<file path="src/rtl/operand_entry_pkg.sv">
// rtl/operand_entry_pkg.sv - state encoding and default widths for operand entry
package operand_entry_pkg;

   localparam int FIELD_W_DEFAULT = 5;

   typedef enum logic [1:0] {
      EDIT_A = 2'd0,
      EDIT_B = 2'd1,
      DONE   = 2'd2
   } state_t;

endpackage

</file>
<file path="src/rtl/button_debounce.sv">
// rtl/button_debounce.sv - two-flop synchroniser, hold-time debounce and rising-edge press strobe
module button_debounce #(
   parameter int DEBOUNCE_CYCLES = 16
) (
   input  logic clk,
   input  logic reset,
   input  logic raw_i,
   output logic press_o
);

   localparam int CW = $clog2(DEBOUNCE_CYCLES);
   localparam logic [CW-1:0] CNT_LAST = CW'(DEBOUNCE_CYCLES - 1);

   logic          s1_q, s1_d;
   logic          s2_q, s2_d;
   logic          db_q, db_d;
   logic [CW-1:0] cnt_q, cnt_d;
   logic          press_q, press_d;

   // Any cycle where s2 agrees with db drops the count back to zero
   always_comb begin
      s1_d    = raw_i;
      s2_d    = s1_q;
      db_d    = db_q;
      cnt_d   = '0;
      press_d = 1'b0;
      if (s2_q != db_q) begin
         if (cnt_q == CNT_LAST) begin
            db_d    = s2_q;
            press_d = s2_q;
         end else begin
            cnt_d = cnt_q + CW'(1);
         end
      end
   end

   always_ff @(posedge clk) begin
      if (reset) begin
         s1_q    <= 1'b0;
         s2_q    <= 1'b0;
         db_q    <= 1'b0;
         cnt_q   <= '0;
         press_q <= 1'b0;
      end else begin
         s1_q    <= s1_d;
         s2_q    <= s2_d;
         db_q    <= db_d;
         cnt_q   <= cnt_d;
         press_q <= press_d;
      end
   end

   assign press_o = press_q;

endmodule

</file>
<file path="src/rtl/operand_entry.sv">
// rtl/operand_entry.sv - pushbutton editor producing the packed {A, B} operand word
module operand_entry
   import operand_entry_pkg::*;
#(
   parameter int DEBOUNCE_CYCLES = 16,
   parameter int FIELD_W         = FIELD_W_DEFAULT
) (
   input  logic                 clk,
   input  logic                 reset,
   input  logic                 btn_up,
   input  logic                 btn_down,
   input  logic                 btn_next,
   input  logic                 btn_clear,
   output logic [2*FIELD_W-1:0] operand,
   output logic                 field,
   output logic                 done,
   output logic                 done_pulse
);

   logic up_press, down_press, next_press, clear_press;

   button_debounce #(.DEBOUNCE_CYCLES(DEBOUNCE_CYCLES)) u_db_up (
      .clk(clk), .reset(reset), .raw_i(btn_up), .press_o(up_press)
   );
   button_debounce #(.DEBOUNCE_CYCLES(DEBOUNCE_CYCLES)) u_db_down (
      .clk(clk), .reset(reset), .raw_i(btn_down), .press_o(down_press)
   );
   button_debounce #(.DEBOUNCE_CYCLES(DEBOUNCE_CYCLES)) u_db_next (
      .clk(clk), .reset(reset), .raw_i(btn_next), .press_o(next_press)
   );
   button_debounce #(.DEBOUNCE_CYCLES(DEBOUNCE_CYCLES)) u_db_clear (
      .clk(clk), .reset(reset), .raw_i(btn_clear), .press_o(clear_press)
   );

   state_t               state_q, state_d;
   logic [2*FIELD_W-1:0] operand_q, operand_d;
   logic                 done_pulse_q, done_pulse_d;
   logic [FIELD_W-1:0]   sel_val, new_val;

   // Priority clear > next > up/down; losers in the same cycle are dropped
   always_comb begin
      state_d      = state_q;
      operand_d    = operand_q;
      done_pulse_d = 1'b0;
      sel_val      = (state_q == EDIT_B) ? operand_q[FIELD_W-1:0]
                                         : operand_q[2*FIELD_W-1:FIELD_W];
      new_val      = up_press ? sel_val + FIELD_W'(1) : sel_val - FIELD_W'(1);
      if (clear_press) begin
         state_d   = EDIT_A;
         operand_d = '0;
      end else if (next_press) begin
         case (state_q)
            EDIT_A:  state_d = EDIT_B;
            EDIT_B: begin
               state_d      = DONE;
               done_pulse_d = 1'b1;
            end
            DONE:    state_d = EDIT_A;
            default: state_d = EDIT_A;
         endcase
      end else if ((state_q != DONE) && (up_press ^ down_press)) begin
         if (state_q == EDIT_B) begin
            operand_d[FIELD_W-1:0] = new_val;
         end else begin
            operand_d[2*FIELD_W-1:FIELD_W] = new_val;
         end
      end
   end

   always_ff @(posedge clk) begin
      if (reset) begin
         state_q      <= EDIT_A;
         operand_q    <= '0;
         done_pulse_q <= 1'b0;
      end else begin
         state_q      <= state_d;
         operand_q    <= operand_d;
         done_pulse_q <= done_pulse_d;
      end
   end

   assign operand    = operand_q;
   assign field      = (state_q == EDIT_B);
   assign done       = (state_q == DONE);
   assign done_pulse = done_pulse_q;

endmodule

</file>
<file path="config.mk">
export PLATFORM = sky130hd
export DESIGN_NAME = operand_entry
export DESIGN_NICKNAME = d
export VERILOG_FILES = /design/src/rtl/operand_entry_pkg.sv /design/src/rtl/button_debounce.sv /design/src/rtl/operand_entry.sv
export SDC_FILE = /design/constraint.sdc
export NUM_CORES = 1
export LEC_CHECK = 0
export CAP_MARGIN = 20
export CORE_ASPECT_RATIO = 2
export CORE_UTILIZATION = 50
export DETAILED_ROUTE_END_ITERATION = 8
export PLACE_DENSITY = 0.73
export RECOVER_POWER = 100
export SLEW_MARGIN = 40
export SYNTH_ARGS = -nofsm -noshare
export SYNTH_HDL_FRONTEND = slang
export SYNTH_SLANG_ARGS = --single-unit
</file>
<file path="constraint.sdc">
create_clock -name clk -period 4.9 [get_ports clk]
set_clock_uncertainty 0.15 [all_clocks]
set_input_delay 0.49 -clock clk [delete_from_list [all_inputs] [get_ports clk]]
set_output_delay 0.49 -clock clk [all_outputs]
set_load 0.01 [all_outputs]
</file>
==> run summary <==
The footprint of the multi-input gates is 861 sq um. The detailed-route vias per instance is 5.19. The number of DRC violations after detailed routing is 0. The cell accounting for the most synthesized area is sky130_fd_sc_hd__dfxtp_1. The post-CTS setup-driven buffer insertion count is 0. The data arrival at the endpoint of the critical path came out at 2.55 ns. The required time at the worst-slack endpoint came out at 4.90 ns. The total power per unit cell area is 290 nW/um^2. The maximum number of pins on one net before global-route repair is 27. By area the synthesized netlist is led by sky130_fd_sc_hd__dfxtp_1, sky130_fd_sc_hd__xnor2_1, sky130_fd_sc_hd__nor2_1. The flow ran to the end, and the final reports show no timing, DRC or antenna violations.

The most common library cell in the layout ignoring fill and taps is sky130_fd_sc_hd__dfxtp_1. Net switching is 19.7% of the power. The area fraction of the dominant cell type after synthesis is 49.9%. After synthesis, the share of flip-flops with an asynchronous set or reset is 0%. The netlist area before placement is 1810 sq um. The logic gate share of total power is 2.3%. The placeable core region came out at 3420 sq um. The standard-cell row count came out at 30. The total track usage is 18.5%. Along the worst path, the maximum fanout reaches 7. The routed design has 3210 um of wire.

Routability-driven placement finished with a final weighted congestion of 0.780. The area growth from synthesis to layout came out at 16.1%. The number of distinct library cell variants in the gate-level netlist after synthesis is 33.

The library cells used most frequently in the layout, excluding fill and tap cells, are sky130_fd_sc_hd__dfxtp_1, sky130_fd_sc_hd__nor2_1, sky130_fd_sc_hd__nand2_1. The remaining global-route overflow is 0. Dividing the final minimum period by the clock period gives 52.0%. The clock tree root buffer cell is sky130_fd_sc_hd__clkbuf_8. The count of endpoints failing hold in the final timing report came to 0.

Synthesis produced 183 cells. Detailed placement ended at an HPWL of 2520 um. The post-route worst hold slack came out at 0.293 ns. The total of endpoints with negative setup slack in the final report is 0. The die boundary height came out at 87.0 um. The cell internal power dissipation came out at 488 uW.

The via count is 1309. The floorplan step defined a die boundary enclosing 3870 sq um. The max-slew violation total from the final report came to 0. The count of buffers from port buffering is 18.

Per report_power, the sequential group accounts for 61.2% of the total. The depth of the CTS H-tree is 2. The filler-free cell count of the finished design is 252. The fill cell total of the finished layout came out at 291. The latest clock arrival within the worst-skew pair is 0.29 ns. The total of max-cap violations came out at 0. The initial antenna violation count came out at 0.

The number of buffers on the longest clock path came out at 2. The switching power of the nets is 120 uW. In the final layout, the share of cells above drive strength 1 is 4.90%. The number of antenna diodes in the final layout is 0. The sequential area share after synthesis is 49.9%.

The tree built by TritonCTS fans out to 45 sinks. The first routing iteration left 17 violations. In this run the worst hold path is classified as flop to flop. The global-route wire length before repair came out at 5240 um.

The first-pass detailed-route iteration total came out at 4. The remaining number of nets flagged by the antenna check after routing is 0. The total leakage power is 0.868 nW. Clock-pin slew was measured on the worst setup and hold paths at 0.08 ns. Per report_power, the clock group accounts for 36.5% of the total. The number of placed instances with taps included came out at 245. The count of instances resized after the clock tree is built came out at 0. The clock tree from TritonCTS is built. The average wire length per cell after detail routing is 12.7 um. The worst setup path is captured at a flop. The worst path needs 2.55 ns of the cycle, external delays included. The number of buffers added to fix hold violations after cts came out at 0. Summing all flip-flop and latch instances after layout gives 901 sq um. The count of synthesis-stage warnings from yosys came out at 0. The number of nets in the layout is 218. The number of nets handed over by synthesis was 197. The flip-flop and latch count after synthesis is 45. The I/O pin count came out at 19. Cells fill 61.4% of the core in the end. The worst setup path is launched from a flop. The sum of internal, switching and leakage power came out at 608 uW. The most used flip-flop cell after synthesis is sky130_fd_sc_hd__dfxtp_1. For this configuration, the core starts out at a cell density of 52.9%. Across the VDD grid, the largest voltage drop is 0.000258 V.

The highest clock rate is 392 MHz. The number of enable-type register cells in the synthesized netlist is 0. The total clock buffers created by CTS is 5. The worst max-slew margin expressed relative to the limit is 36.0%.

Setup repair after global routing left no endpoint under its margin. The setup total negative slack came out at 0 ns. The synthesized area divided by synthesized cell count is 9.87 sq um. The number of global-route vias before repair is 1271. The actual transition at the worst max-transition pin came out at 0.960 ns. From left edge to right edge, the die measures 44.5 um. The worst setup path is of the flop to flop kind.
worst max-delay path, stage by stage, from the launching register on:
cell	delay, ns
sky130_fd_sc_hd__dfxtp_1	0.35
sky130_fd_sc_hd__nand2b_1	0.26
sky130_fd_sc_hd__inv_1	0.30
sky130_fd_sc_hd__mux2i_1	0.39
sky130_fd_sc_hd__fa_1	0.28
sky130_fd_sc_hd__inv_1	0.06
sky130_fd_sc_hd__a21o_1	0.17
sky130_fd_sc_hd__a21oi_1	0.19
sky130_fd_sc_hd__xnor2_1	0.16
sky130_fd_sc_hd__a21oi_1	0.09
kinds of logic (layout without fill, tap and decap cells):
logic type / Yosys count / in the layout / share of synthesized area [%]
and+or+nand+nor: 82 / 82 / 24.2
DFF: 45 / 45 / 49.9
xor gates and xnor gates: 18 / 18 / 8.73
AOI/OAI and AO/OA: 14 / 14 / 4.71
adders and majority gates: 8 / 8 / 5.96
muxes: 8 / 8 / 4.43
buffers and inverters: 8 / 29 / 2.08
power groups by stage:
| stage | Combinational, mW | Sequential (mW) | Clock, mW |
|---|---|---|---|
| after floorplan | 0.0106 | 0.380 | 0 |
| after global placement | 0.0143 | 0.380 | 0 |
| after detailed placement | 0.0149 | 0.380 | 0 |
| after CTS | 0.0150 | 0.372 | 0.227 |
| after global routing | 0.0159 | 0.372 | 0.243 |
| final | 0.0142 | 0.372 | 0.222 |
final timing paths:
check                      start              to  slack [ns]  cells after the start
hold reg to reg   u_db_down.s1_q  u_db_down.s2_q        0.29                      1
setup reg to reg      state_q[1]      operand[4]        2.35                      9
hold / removal    u_db_down.s1_q  u_db_down.s2_q        0.29                      1
setup / recovery      state_q[1]      operand[4]        2.35                      9
cells in the mapped netlist, types with 3 or more instances:
master and instances:
sky130_fd_sc_hd__inv_1 3, sky130_fd_sc_hd__dfxtp_1 45, sky130_fd_sc_hd__xnor2_1 14, sky130_fd_sc_hd__nand2_1 17, sky130_fd_sc_hd__xor2_1 4, sky130_fd_sc_hd__nor4b_1 4, sky130_fd_sc_hd__ha_1 7, sky130_fd_sc_hd__nor2_1 25
sky130_fd_sc_hd__clkbuf_1 3, sky130_fd_sc_hd__nand3_1 8, sky130_fd_sc_hd__a21oi_1 6, sky130_fd_sc_hd__mux2i_1 8, sky130_fd_sc_hd__and3_1 4, sky130_fd_sc_hd__nor2b_1 8, sky130_fd_sc_hd__nor3_1 4
stage by stage:
stage	area [sq um]	worst slack [ns]
6_report	2100	2.35
5_1_grt	2100	2.20
4_1_cts	2110	2.58
3_5_place_dp	2020	2.37
3_3_place_gp	2020	2.43
2_1_floorplan	1810	2.91
final cells by class:
| type | instances | area share, % |
|---|---|---|
| clock buffer | 7 | 4.12 |
| inverter | 4 | 0.716 |
| multi-input combinational | 130 | 41.1 |
| sequential | 45 | 43.0 |
| tap | 48 | 2.86 |
| timing repair buffer | 18 | 8.29 |
sequential cells by signal (all words and copies together) (netlist names):
| name | cells |
|---|---|
| u_db_down.s1_q | 1 |
| u_db_down.s2_q | 1 |
| done_pulse | 1 |
| u_db_up.db_q | 1 |
| u_db_up.cnt_q | 4 |
| u_db_clear.s1_q | 1 |
| u_db_up.s1_q | 1 |
| u_db_next.db_q | 1 |
| u_db_clear.db_q | 1 |
| u_db_down.press_o | 1 |
| u_db_next.cnt_q | 4 |
| u_db_clear.press_o | 1 |
| u_db_up.s2_q | 1 |
| u_db_next.s2_q | 1 |
| state_q | 2 |
| u_db_down.cnt_q | 4 |
| u_db_next.s1_q | 1 |
| u_db_down.db_q | 1 |
| u_db_next.press_o | 1 |
| u_db_clear.s2_q | 1 |
| u_db_clear.cnt_q | 4 |
| u_db_up.press_o | 1 |
| operand | 10 |
layer usage:
| metal | global-route usage (%) | share of wire (%) | wire length (um) | up-vias |
|---|---|---|---|---|
| met5 | 0 | 0 | 0 | - |
| met2 | 35.4 | 58 | 1860 | 35 |
| met3 | 3.73 | 2.8 | 91 | 10 |
| li1 | - | - | - | 652 |
| met4 | 11.6 | 3.3 | 106 | 0 |
| met1 | 16.2 | 36 | 1150 | 612 |
(Power assumes the default switching activity.)
